===== src/rtl/pool_pkg.sv =====
// Shared parameters, types and the signed max helper for the 3x3 / stride-2
// max-pooling receiver.
package pool_pkg;
  localparam int DATA_W = 16;
  localparam int IMG_W  = 27;
  localparam int IMG_H  = 27;
  localparam int POOL_K = 3;
  localparam int STRIDE = 2;
  localparam int OUT_W  = (IMG_W - POOL_K) / STRIDE + 1;
  localparam int OUT_H  = (IMG_H - POOL_K) / STRIDE + 1;

  localparam int COL_W  = $clog2(IMG_W);
  localparam int ROW_W  = $clog2(IMG_H);
  localparam int OIDX_W = $clog2((OUT_W > OUT_H) ? OUT_W : OUT_H);

  typedef logic signed [DATA_W-1:0] pix_t;
  typedef logic [COL_W-1:0]         col_t;
  typedef logic [ROW_W-1:0]         row_t;
  typedef logic [OIDX_W-1:0]        oidx_t;

  function automatic pix_t pix_max(pix_t a, pix_t b);
    return (a > b) ? a : b;
  endfunction
endpackage


===== src/rtl/pool_line_buf.sv =====
// Per-output-column partial maxima for one pooling row; combinational read
// returns the pre-write value when read and write hit the same entry.
module pool_line_buf
  import pool_pkg::*;
(
  input  logic  clk,
  input  logic  rst,
  input  logic  clr,
  input  oidx_t rd_idx,
  output pix_t  rd_data,
  output logic  rd_valid,
  input  logic  wr_en,
  input  oidx_t wr_idx,
  input  pix_t  wr_data
);
  pix_t             mem_data [OUT_W];
  logic [OUT_W-1:0] mem_vld;

  generate
    for (genvar gi = 0; gi < OUT_W; gi++) begin : g_entry
      pix_t data_reg;
      logic vld_reg;

      always_ff @(posedge clk) begin
        if (rst || clr) begin
          vld_reg <= 1'b0;
        end else if (wr_en && (wr_idx == oidx_t'(gi))) begin
          vld_reg  <= 1'b1;
          data_reg <= wr_data;
        end
      end

      assign mem_data[gi] = data_reg;
      assign mem_vld[gi]  = vld_reg;
    end
  endgenerate

  always_comb begin
    rd_data  = '0;
    rd_valid = 1'b0;
    if (rd_idx < oidx_t'(OUT_W)) begin
      rd_data  = mem_data[rd_idx];
      rd_valid = mem_vld[rd_idx];
    end
  end
endmodule


===== src/rtl/maxpool_stream_rx.sv =====
// Streaming 3x3 stride-2 max pool over a raster-order pixel plane with a
// single registered output stage and plane-length checking.
module maxpool_stream_rx
  import pool_pkg::*;
(
  input  logic                     clk,
  input  logic                     rst,
  input  logic                     in_valid,
  output logic                     in_ready,
  input  logic signed [DATA_W-1:0] in_data,
  input  logic                     in_last,
  output logic                     out_valid,
  input  logic                     out_ready,
  output logic signed [DATA_W-1:0] out_data,
  output logic                     out_last,
  output logic                     frame_err
);
  row_t row_reg;
  col_t col_reg;
  pix_t h_acc_reg;
  logic out_valid_reg, out_last_reg, frame_err_reg;
  pix_t out_data_reg;

  logic  fire, at_end, early_last, missing_last, h_done, row_ok, hv_step;
  logic  cur_wr_en, ovl_wr_en, win_done, last_win;
  logic  cur_rd_valid, ovl_rd_valid;
  pix_t  h_val, cur_rd, ovl_rd, cur_wr_data, win_max;
  oidx_t j_idx, i_idx;

  assign in_ready = !out_valid_reg || out_ready;

  always_comb begin
    fire         = in_valid && in_ready;
    at_end       = (row_reg == row_t'(IMG_H-1)) && (col_reg == col_t'(IMG_W-1));
    early_last   = fire && in_last && !at_end;
    missing_last = fire && !in_last && at_end;
    h_val        = pix_max(h_acc_reg, in_data);
    // Even column >= 2 closes a horizontal 3-wide span; later columns are dropped.
    h_done       = !col_reg[0] && (col_reg >= col_t'(2)) && (col_reg <= col_t'(2*OUT_W));
    row_ok       = row_reg <= row_t'(2*OUT_H);
    j_idx        = oidx_t'((col_reg >> 1) - col_t'(1));
    i_idx        = oidx_t'((row_reg >> 1) - row_t'(1));
    hv_step      = fire && h_done && row_ok && !early_last;
    // Odd rows fold into the window row; even rows close a window and seed the overlap row.
    cur_wr_en    = hv_step && row_reg[0];
    cur_wr_data  = ovl_rd_valid ? pix_max(ovl_rd, h_val) : h_val;
    ovl_wr_en    = hv_step && !row_reg[0];
    win_done     = ovl_wr_en && (row_reg >= row_t'(2)) && cur_rd_valid;
    win_max      = pix_max(cur_rd, h_val);
    last_win     = (i_idx == oidx_t'(OUT_H-1)) && (j_idx == oidx_t'(OUT_W-1));
  end

  pool_line_buf u_cur_buf (
    .clk      (clk),
    .rst      (rst),
    .clr      (early_last),
    .rd_idx   (j_idx),
    .rd_data  (cur_rd),
    .rd_valid (cur_rd_valid),
    .wr_en    (cur_wr_en),
    .wr_idx   (j_idx),
    .wr_data  (cur_wr_data)
  );

  pool_line_buf u_ovl_buf (
    .clk      (clk),
    .rst      (rst),
    .clr      (early_last),
    .rd_idx   (j_idx),
    .rd_data  (ovl_rd),
    .rd_valid (ovl_rd_valid),
    .wr_en    (ovl_wr_en),
    .wr_idx   (j_idx),
    .wr_data  (h_val)
  );

  always_ff @(posedge clk) begin
    if (rst) begin
      row_reg   <= '0;
      col_reg   <= '0;
      h_acc_reg <= '0;
    end else if (fire) begin
      h_acc_reg <= col_reg[0] ? h_val : in_data;
      if (early_last) begin
        row_reg <= '0;
        col_reg <= '0;
      end else if (col_reg == col_t'(IMG_W-1)) begin
        col_reg <= '0;
        row_reg <= at_end ? row_t'(0) : row_reg + row_t'(1);
      end else begin
        col_reg <= col_reg + col_t'(1);
      end
    end
  end

  always_ff @(posedge clk) begin
    if (rst) begin
      out_valid_reg <= 1'b0;
      out_data_reg  <= '0;
      out_last_reg  <= 1'b0;
      frame_err_reg <= 1'b0;
    end else begin
      if (early_last || missing_last) frame_err_reg <= 1'b1;
      if (win_done) begin
        out_valid_reg <= 1'b1;
        out_data_reg  <= win_max;
        out_last_reg  <= last_win;
      end else if (out_ready) begin
        out_valid_reg <= 1'b0;
        out_last_reg  <= 1'b0;
      end
    end
  end

  assign out_valid = out_valid_reg;
  assign out_data  = out_data_reg;
  assign out_last  = out_last_reg;
  assign frame_err = frame_err_reg;
endmodule


===== config.mk =====
export PLATFORM = sky130hd
export DESIGN_NAME = maxpool_stream_rx
export DESIGN_NICKNAME = d
export VERILOG_FILES = /design/src/rtl/pool_pkg.sv /design/src/rtl/pool_line_buf.sv /design/src/rtl/maxpool_stream_rx.sv
export SDC_FILE = /design/constraint.sdc
export NUM_CORES = 1
export LEC_CHECK = 0
export BUFFER_PORTS_ARGS = -buffer_cell sky130_fd_sc_hd__buf_2
export CAP_MARGIN = 40
export CORE_AREA = 10 10 224 226
export DETAILED_ROUTE_END_ITERATION = 8
export DIE_AREA = 0 0 234 236
export GPL_TIMING_DRIVEN = 0
export HOLD_SLACK_MARGIN = 0.1
export RECOVER_POWER = 100
export SLEW_MARGIN = 10
export SYNTH_ARGS = -nofsm -noshare
export SYNTH_HDL_FRONTEND = slang
export SYNTH_SLANG_ARGS = --single-unit

===== constraint.sdc =====
create_clock -name clk -period 6.7 [get_ports clk]
set_input_delay 0 -clock clk [delete_from_list [all_inputs] [get_ports clk]]
set_output_delay 0 -clock clk [all_outputs]
set_load 0.02 [all_outputs]

==> flow_metrics.env <==
export IMPL_vias_per_cell=5.83
export IMPL_ys_top_cells_by_area="edfxtp_1 (61%), dfxtp_1 (7.0%), mux4_2 (4.1%), ha_1 (3.4%), o22ai_1 (2.8%)"
export IMPL_cp_data_arrival_time_ps=6740
export IMPL_root_buffer="clkbuf_16"
export IMPL_outcome="finished clean"
export IMPL_ys_seq_area_share_pct=68.3
export IMPL_wl_per_cell_um=24.2
export IMPL_finalHoldViolations=0
export IMPL_initial_core_util_pct=44.4
export IMPL_r2r_setup_slack_ps=280
export IMPL_hold_ws_ps=211
export IMPL_num_rows=79
export IMPL_crit_path_start="col_reg[1]"
export IMPL_finalSetupViolCount=0
export IMPL_clock_skew_ps=23.9
export IMPL_use_met1_pct=24.4
export IMPL_slowest_stage="clkbuf_1"
export IMPL_tightest_slew_ps=1320
export IMPL_synthFlopType="edfxtp_1"
export IMPL_use_met2_pct=31.3
export IMPL_post_route_drc_count=0
export IMPL_rsz0062_at_grt="false"
export IMPL_p_switching_uw=1500
export IMPL_busiest_layer="met2"
export IMPL_antenna_cells=0
export IMPL_crit_type="reg -> reg"
export IMPL_slew_violations=0
export IMPL_final_layout_size_suffix_gt1_share_pct=13.4
export IMPL_max_slew_margin_rel_pct=11.6
export IMPL_synthesis_nets=1461
export IMPL_cpLargestDelayFamily="buffers and inverters"
export IMPL_power_share_clock_pct=39.8
export IMPL_avgSynthCellArea_um2=14.7
export IMPL_cp_endpoint="u_cur_buf.g_entry[12].data_reg[7]"
export IMPL_setup_worst_path_start_class="flip-flop"
export IMPL_syn2layout_area_growth_pct=14.2
export IMPL_synth_top_cell_area_share_pct=61.3
export IMPL_grt_pass1_wl_mm=78.2
export IMPL_cts_htree_levels=2
export IMPL_setup_tns_ps=0
export IMPL_placed_cells=2059
export IMPL_wl_mm=52.4
export IMPL_ys_ff_latch=487
export IMPL_place_congestion=0.874
export IMPL_cp_required_ps=7020
export IMPL_min_path_type="in -> reg"
export IMPL_switching_share_pct=23.2
export IMPL_clkTransAtPathRegs_ps=60
export IMPL_postLayoutCellArea_um2=23300
export IMPL_cap_violations=0
export IMPL_r2r_worst_path_cells=18
export IMPL_ys_warn_count=0
export IMPL_nets=1600
export IMPL_ir_worst_vdd_mv=0.234
export IMPL_grt_antenna_before_repair=0
export IMPL_grt_pass1_vias=12600
export IMPL_grt_max_degree=18
export IMPL_end_kind="flip-flop"
export IMPL_cts_setup_buffers=0
export IMPL_vias=12600
export IMPL_worstPathMaxFanout=13
export IMPL_drt_pass1_iterations=6
export IMPL_portBuffers=40
export IMPL_async_flop_share_pct=0
export IMPL_cts_buffers=48
export IMPL_dp_hpwl_mm=36.8
export IMPL_met3_usage_pct=3.07
export IMPL_insertion_delay_ps=600
export IMPL_worstPathCellList="buf_4, inv_1, ha_2, clkinv_2, nor2_1, clkbuf_1, clkbuf_1, a221oi_1, o21a_1, ha_1, nand4_1, nor4_2, o21ai_1, o211ai_1, a211o_1, buf_2, buf_6, mux2_4"
export IMPL_syn_area_um2=20400
export IMPL_internal_power_uw=4970
export IMPL_power_frac_comb_pct=7.9
export IMPL_grt_use_total_pct=18.8
export IMPL_period_minus_slack_ps=6420
export IMPL_netlist_cell_type_count=66
export IMPL_core_um2=45900
export IMPL_fin_crit_sh_pct=95.8
export IMPL_cp_buffers_inverters=7
export IMPL_drt_iter0_drc=1000
export IMPL_grt_remaining_overflow=0
export IMPL_synth_edf_count=416
export IMPL_stdcell_count=2163
export IMPL_critPathMostFrequentCell="clkbuf_1"
export IMPL_cts_tree="done"
export IMPL_clockBufferDepth=3
export IMPL_p_leak_uw=0.00822
export IMPL_p_per_area_nw_per_um2=278
export IMPL_syn_inst=1384
export IMPL_place_area_um2=21800
export IMPL_dieArea_um2=55200
export IMPL_ios=41
export IMPL_fp_dieW_um=234
export IMPL_cts_sinks=487
export IMPL_worst_path_stages=18
export IMPL_timing_rr_end="u_cur_buf.g_entry[12].data_reg[7]"
export IMPL_p_seq_share_pct=52.3
export IMPL_max_freq_mhz=156
export IMPL_r2r_start="col_reg[1]"
export IMPL_slowest_delay_ps=580
export IMPL_yosysTopAreaCell="edfxtp_1"
export IMPL_die_h_um=236
export IMPL_drtAntennaViolNets=0
[cell families (layout without fill, tap and decap cells)]
logic type,Yosys count,in the layout,synth area share (%)
AND/OR/NAND/NOR,247,247,5.57
buffers and inverters,127,299,2.57
flip-flops,487,487,68.3
adder cells (fa/ha/maj),56,56,3.44
AO/OA/AOI/OAI,358,358,12.1
XOR/XNOR,9,9,0.387
multiplexers,100,100,7.66
[cell usage in the layout (no fill, tap or decap), drive strengths merged, types with 10 or more instances in the layout]
cell type and instances:
a221oi 30, buf 50, mux4 38, inv 46, dlygate4sd3 22, nand2 89, ha 56, clkinv 19
o22ai 90, nor2 79, a21oi 24, a211oi 19, a21o 34, clkbuf 157, edfxtp 416, o21a 29
and2 14, o221ai 36, nand4 11, mux2i 30, mux2 32, dfxtp 71, nor3 10, o21ai 71
[layout make-up]
type | count | area [um^2]
fillers | 3919 | 22600
flip-flops and latches | 487 | 13900
multi-input cells | 770 | 5970
clock buffers | 57 | 1270
well taps | 607 | 759
repair buffers | 91 | 587
plain buffers | 81 | 392
clock inverters | 26 | 211
inverters | 44 | 166
[metrics by stage]
step                utilization, %  setup WS, ps  total power (uW)
floorplan                        -          1630              3770
global placement              46.5          -536              3930
detailed placement            47.5          -639              3950
CTS                           51.2           160              6510
global route                  50.7          7.63              6670
finish                        50.7           279              6460
[power by group through the flow]
stage               registers, uW  clock network [uW]  logic, uW
floorplan                    3440                   0        326
global placement             3440                   0        491
detailed placement           3440                   0        503
CTS                          3380                2620        518
global route                 3380                2740        559
finish                       3380                2570        511
[how the worst min path moves through the flow]
stage	endpoint	start	cells after the start
global placement	h_acc_reg[12]	in_data[12]	3
global route	h_acc_reg[11]	in_data[11]	4
detailed placement	h_acc_reg[11]	in_data[11]	3
CTS	h_acc_reg[12]	in_data[12]	4
finish	h_acc_reg[11]	in_data[11]	4
floorplan	h_acc_reg[10]	in_data[10]	2
[synthesized netlist by cell type, drive strengths merged (19+ instances only)]
library cell and count:
dfxtp 71, a21o 34, o221ai 36, buf 33, ha 56, nand2 89, mux4 38, nor2 79
mux2 32, edfxtp 416, a221oi 30, clkbuf 50, inv 43, o21a 29, a211oi 19, a21oi 24
o22ai 90, o21ai 71, mux2i 30
[per-layer routing]
layer | share of wire, % | vias to the layer above
met5 | 0 | -
met4 | 2.6 | 0
met3 | 6.5 | 80
met2 | 49 | 379
met1 | 41 | 6415
li1 | - | 5735
[timing repair]
action | CTS | global route
gates resized for setup | 19 | 28
endpoints found under the setup margin | 224 | 224
endpoints found under the hold margin | 155 | 0
pin swaps | 0 | 0
cloned | 0 | 0
hold buffers | 22 | 0
[worst min-delay path, delay by kind of cell]
family,cells,cell delay (ps)
buffers and inverters,2,630
multiplexers,1,70
AND/OR/NAND/NOR,1,70
Power figures use the tool's default switching activity.
